$ cat config.mk
export PLATFORM = sky130hd
export DESIGN_NAME = mbuf_pipe
export DESIGN_NICKNAME = d
export VERILOG_FILES = /design/src/rtl/mbuf_pkg.sv /design/src/rtl/mbuf_stage.sv /design/src/rtl/mbuf_pipe.sv
export SDC_FILE = /design/constraint.sdc
export NUM_CORES = 1
export LEC_CHECK = 0
export ABC_AREA = 1
export CAP_MARGIN = 20
export CORE_MARGIN = 5
export CORE_UTILIZATION = 42
export CTS_CLUSTER_SIZE = 10
export DETAILED_ROUTE_END_ITERATION = 10
export MAX_ROUTING_LAYER = met4
export PLACE_DENSITY_LB_ADDON = 0.2
export SYNTH_ARGS = -nofsm -noshare
export SYNTH_HDL_FRONTEND = slang
export SYNTH_SLANG_ARGS = --single-unit
export TNS_END_PERCENT = 1
$ cat constraint.sdc
create_clock -name clk -period 1.2 [get_ports clk]
set_input_delay 0.24 -clock clk [delete_from_list [all_inputs] [get_ports clk]]
set_output_delay 0.24 -clock clk [all_outputs]
set_load 0.005 [all_outputs]
$ cat src/rtl/mbuf_pkg.sv
// Shared helpers for the mbuf elastic buffer chain: occupancy sizing and inversion parity.
package mbuf_pkg;

   localparam int MAX_DEPTH = 32;

   function automatic int clog2_ceil(input int n);
      int r;
      r = 0;
      while ((1 << r) < n) r++;
      return r;
   endfunction

   // Occupancy must represent 0..depth inclusive.
   function automatic int occ_width(input int depth);
      return (clog2_ceil(depth + 1) < 1) ? 1 : clog2_ceil(depth + 1);
   endfunction

   // Odd number of inverting stages means the output is the complement of the input.
   function automatic logic inv_parity(input logic [MAX_DEPTH-1:0] mask);
      return ^mask;
   endfunction

endpackage

$ cat src/rtl/mbuf_stage.sv
// One valid/data register slice of the buffer chain; stores up_data, optionally inverted.
// Latency 1 cycle; accepts whenever empty or when the downstream slice takes the held word.
module mbuf_stage #(
   parameter int   WIDTH = 8,
   parameter logic INV   = 1'b1
) (
   input  logic             clk,
   input  logic             reset,
   input  logic             flush,
   input  logic             up_valid,
   input  logic [WIDTH-1:0] up_data,
   input  logic             dn_ready,
   output logic             valid,
   output logic [WIDTH-1:0] data
);

   logic ready;
   logic take;

   assign ready = !valid || dn_ready;
   assign take  = up_valid && ready && !flush;

   always_ff @(posedge clk) begin
      if (reset) begin
         valid <= 1'b0;
         data  <= '0;
      end else begin
         if (flush) valid <= 1'b0;
         else       valid <= take || (valid && !dn_ready);
         // Data only moves on accept so a stalled slice stays bit-stable.
         if (take) data <= up_data ^ {WIDTH{INV}};
      end
   end

endmodule

$ cat src/rtl/mbuf_pipe.sv
// Elastic chain of DEPTH register slices with valid/ready, flush and occupancy count.
// Latency DEPTH cycles; bubbles collapse, in_ready drops only when full and out_ready is low.
module mbuf_pipe
   import mbuf_pkg::*;
#(
   parameter int               WIDTH    = 8,
   parameter int               DEPTH    = 2,
   parameter logic [DEPTH-1:0] INV_MASK = {DEPTH{1'b1}}
) (
   input  logic                          clk,
   input  logic                          reset,
   input  logic                          flush,
   input  logic                          in_valid,
   output logic                          in_ready,
   input  logic [WIDTH-1:0]              in_data,
   output logic                          out_valid,
   input  logic                          out_ready,
   output logic [WIDTH-1:0]              out_data,
   output logic [occ_width(DEPTH)-1:0]   occupancy
);

   localparam int OW = occ_width(DEPTH);

   logic [DEPTH-1:0]            vld;
   logic [DEPTH:0]              rdy;
   logic [DEPTH-1:0][WIDTH-1:0] dat;
   logic                        in_acc;
   logic                        out_acc;

   // Ready ripples back from the consumer; built from registered valids so no loop exists.
   always_comb begin
      rdy        = '0;
      rdy[DEPTH] = out_ready;
      for (int i = DEPTH - 1; i >= 0; i--) begin
         rdy[i] = !vld[i] || rdy[i+1];
      end
   end

   for (genvar i = 0; i < DEPTH; i++) begin : g_stage
      logic             up_v;
      logic [WIDTH-1:0] up_d;

      if (i == 0) begin : g_head
         assign up_v = in_valid && !reset;
         assign up_d = in_data;
      end else begin : g_body
         assign up_v = vld[i-1];
         assign up_d = dat[i-1];
      end

      mbuf_stage #(
         .WIDTH (WIDTH),
         .INV   (INV_MASK[i])
      ) u_stage (
         .clk      (clk),
         .reset    (reset),
         .flush    (flush),
         .up_valid (up_v),
         .up_data  (up_d),
         .dn_ready (rdy[i+1]),
         .valid    (vld[i]),
         .data     (dat[i])
      );
   end

   assign in_ready  = rdy[0] && !flush && !reset;
   assign out_valid = vld[DEPTH-1] && !reset;
   assign out_data  = dat[DEPTH-1];

   assign in_acc  = in_valid && in_ready;
   assign out_acc = out_valid && out_ready;

   always_ff @(posedge clk) begin
      if (reset || flush) occupancy <= '0;
      else                occupancy <= occupancy + OW'(in_acc) - OW'(out_acc);
   end

endmodule

==> out/metrics.csv, run 1 <==
metric;value;unit
status;finished with violations;
violations;setup timing;
rsz0062_at_grt;yes;
placed_area;0.001290;mm²
worst_pin_slew;0.2458;ns
syn-num-nets;139;
fin_crit;1.434;ns
fin_ws;-0.2336;ns
design_area;0.001390;mm²
fin_skew;0.003112;ns
cts_tree;built;
cp_slowest_cell;dfxtp_4;
via_per_inst;4.646;
yosysWarnings;0;
peakVddDrop;0.6845;mV
first_iter_violations;12;
diodes;0;
critPathMaxFanout;4;
finalMaxSlewViolations;0;
path_clk_slew;0.12;ns
grt_pass1_vias;828;
synth_area;945.9;µm²
cts.htree.levels;1;
die_w;57.46;µm
synth_area_per_cell;7.628;µm²
syn2layout_area_growth;46.96;%
ant_nets;0;
dp_cells;182;
route.vias.total;878;
track_usage;14.03;%
routedWlPerCell;10.94;µm
min_path_type;input pin to flip-flop;
r2r_start;g_stage[1].u_stage.valid;
grt_max_degree;13;
insertion_delay;0.30;ns
ios;25;
start_util;43.18;%
maxSlewHeadroom;83.57;%
finalSetupViolations;5;
cp-startpoint;g_stage[1].u_stage.valid;
startpoint_type;flip-flop;
critPathCaptureType;flip-flop;
hold_violations;0;
p_leak;0.6239;nW
fin_total_pwr;1.413;mW
netlist_instances;124;
place.detailed.hpwl;1.550;mm
drive_gt1_share;34.16;%
pwr_density_cell;1017;mW/mm²
path_cells;buf_6 > nand3_4 > nand3_4 > ha_4 > inv_2 > ha_4 > inv_2 > nand2_2 > a21oi_2;
cts_num_sinks;20;
design.core.area;0.002191;mm²
critPathMaxStageDelay;0.37;ns
fill_cells;198;
ys_seq_area_share;42.33;%
fmax;0.6975;GHz
firstDrtPassIters;4;
cts_root_buffer;clkbuf_4;
rows;17;
stdcell_count;189;
max-clock-path-buffers;2;
setup.worst_path.class;flip-flop to flip-flop;
drc;0;
antenna_found_initial;0;
portBuffers;24;
die_y;57.46;µm
yosysUniqueCellTypes;21;
arrival;1.67;ns
final_nets;177;
synth-seq-cells;20;
dpl_worst_slack;-0.6234;ns
worstHoldStart;out_ready;
numCtsBuffers;3;
drt_wl_total;2.068;mm
post-route-util;63.45;%
place.gp.congestion;0.7413;
timing.final.crit_share;119.5;%
hold_ws;0.4000;ns
tns;-0.8833;ns
grt_first_pass_wirelength;3.622;mm
hold_buffers;0;
required;1.44;ns
gr-total-overflow;0;
cap_violations;0;
die_area;0.003301;mm²
## per-layer routing
| layer | wire length (µm) | up-vias | GRT usage [%] |
|---|---|---|---|
| li1 | - | 459 | - |
| met2 | 970 | 27 | 21.29 |
| met4 | 30 | 0 | 4.967 |
| met5 | 0 | - | - |
| met3 | 103 | 4 | 2.715 |
| met1 | 963 | 388 | 18.44 |
## repair_timing
item | in CTS | in global routing
gates resized for setup | 36 | 1
endpoints found under the hold margin | 0 | 0
pin swaps | 6 | 3
setup buffers | 3 | 0
setup endpoints to repair | 22 | 5
## worst max-delay path, delay by kind of cell, from the launching register on
kind | cells | cell delay, ns
and+or+nand+nor | 3 | 0.26
buffers and inverters | 3 | 0.20
DFF | 1 | 0.37
AOI/OAI and AO/OA | 1 | 0.13
adders and majority gates | 2 | 0.43
## power by group
part | internal (mW) | switching (mW)
logic | 0.0884 | 0.0931
registers | 0.681 | 0.00564
clock network | 0.337 | 0.208
total | 1.11 | 0.306
## cell usage after synthesis
| cell type | n | share of area (%) |
|---|---|---|
| nand2_1 | 27 | 11 |
| inv_1 | 21 | 8.3 |
| dfxtp_1 | 20 | 42 |
| a21oi_1 | 11 | 5.8 |
| nand3_1 | 8 | 4.2 |
| nand4_1 | 8 | 5.3 |
| nor2_2 | 8 | 5.3 |
| inv_2 | 3 | 1.2 |
| buf_2 | 2 | 1.1 |
| buf_6 | 2 | 2.4 |
| ha_1 | 2 | 2.6 |
| nor2_1 | 2 | 0.79 |
| nor2_4 | 2 | 2.4 |
| clkinv_1 | 1 | 0.40 |
| nand2_2 | 1 | 0.66 |
| nand2_4 | 1 | 1.2 |
| nand3_2 | 1 | 1.1 |
| nand3_4 | 1 | 1.9 |
| nor3_1 | 1 | 0.53 |
| xnor2_1 | 1 | 0.93 |
| xor2_1 | 1 | 0.93 |
## registers in the layout, indices dropped and copies added (netlist names)
| signal | flops |
|---|---|
| g_stage.u_stage.data | 16 |
| g_stage.u_stage.valid | 2 |
| occupancy | 2 |
## final timing paths
kind	endpoint	slack (ns)	cells after the start
worst max-delay path	occupancy[1]	-0.23	9
worst max register to register	occupancy[1]	-0.23	9
worst min-delay path	g_stage[0].u_stage.valid	0.40	4
worst min register to register	g_stage[1].u_stage.data[0]	0.46	2
## cell families (layout without fill, tap and decap cells)
family,count (synthesis),in the layout,synth area share [%]
xor gates and xnor gates,2,2,1.852
adders and majority gates,2,2,2.645
and+or+nand+nor,60,60,34.00
AOI/OAI and AO/OA,11,11,5.820
buffers and inverters,29,66,13.36
DFF,20,20,42.33
## final cells by class
type                    instances  area [µm²]  area share (%)
flip-flops and latches         20       416.7           29.97
clock inverters                 1       30.03           2.160
multi-input cells              75       471.7           33.93
repair buffers                 37       320.3           23.04
clock buffers                   3       22.52           1.620
inverters                      25       93.84           6.751
well taps                      28       35.03           2.520
## cell usage in the layout, fill, tap and decap left out, drive strengths merged, types with 8 or more instances in the layout
master,n
nand4,8
dlygate4sd2,13
nand2,29
inv,24
buf,14
clkdlybuf4s50,10
a21oi,11
nor2,12
nand3,10
dfxtp,20
No activity file was read; power rests on OpenSTA's default activity.
==> run 2: changes to the inputs <==
--- a/config.mk
+++ b/config.mk
@@ -11,7 +11,6 @@
 export CORE_UTILIZATION = 42
 export CTS_CLUSTER_SIZE = 10
 export DETAILED_ROUTE_END_ITERATION = 10
-export MAX_ROUTING_LAYER = met4
 export PLACE_DENSITY_LB_ADDON = 0.2
 export SYNTH_ARGS = -nofsm -noshare
 export SYNTH_HDL_FRONTEND = slang
==> results of run 2 <==
Final layout, timing and power as in run 1 (identical DEF).
Among the figures that moved: final weighted congestion in routability-driven placement 0.7413 -> 0.7324; overall routing resource usage 14.03% -> 13.62%
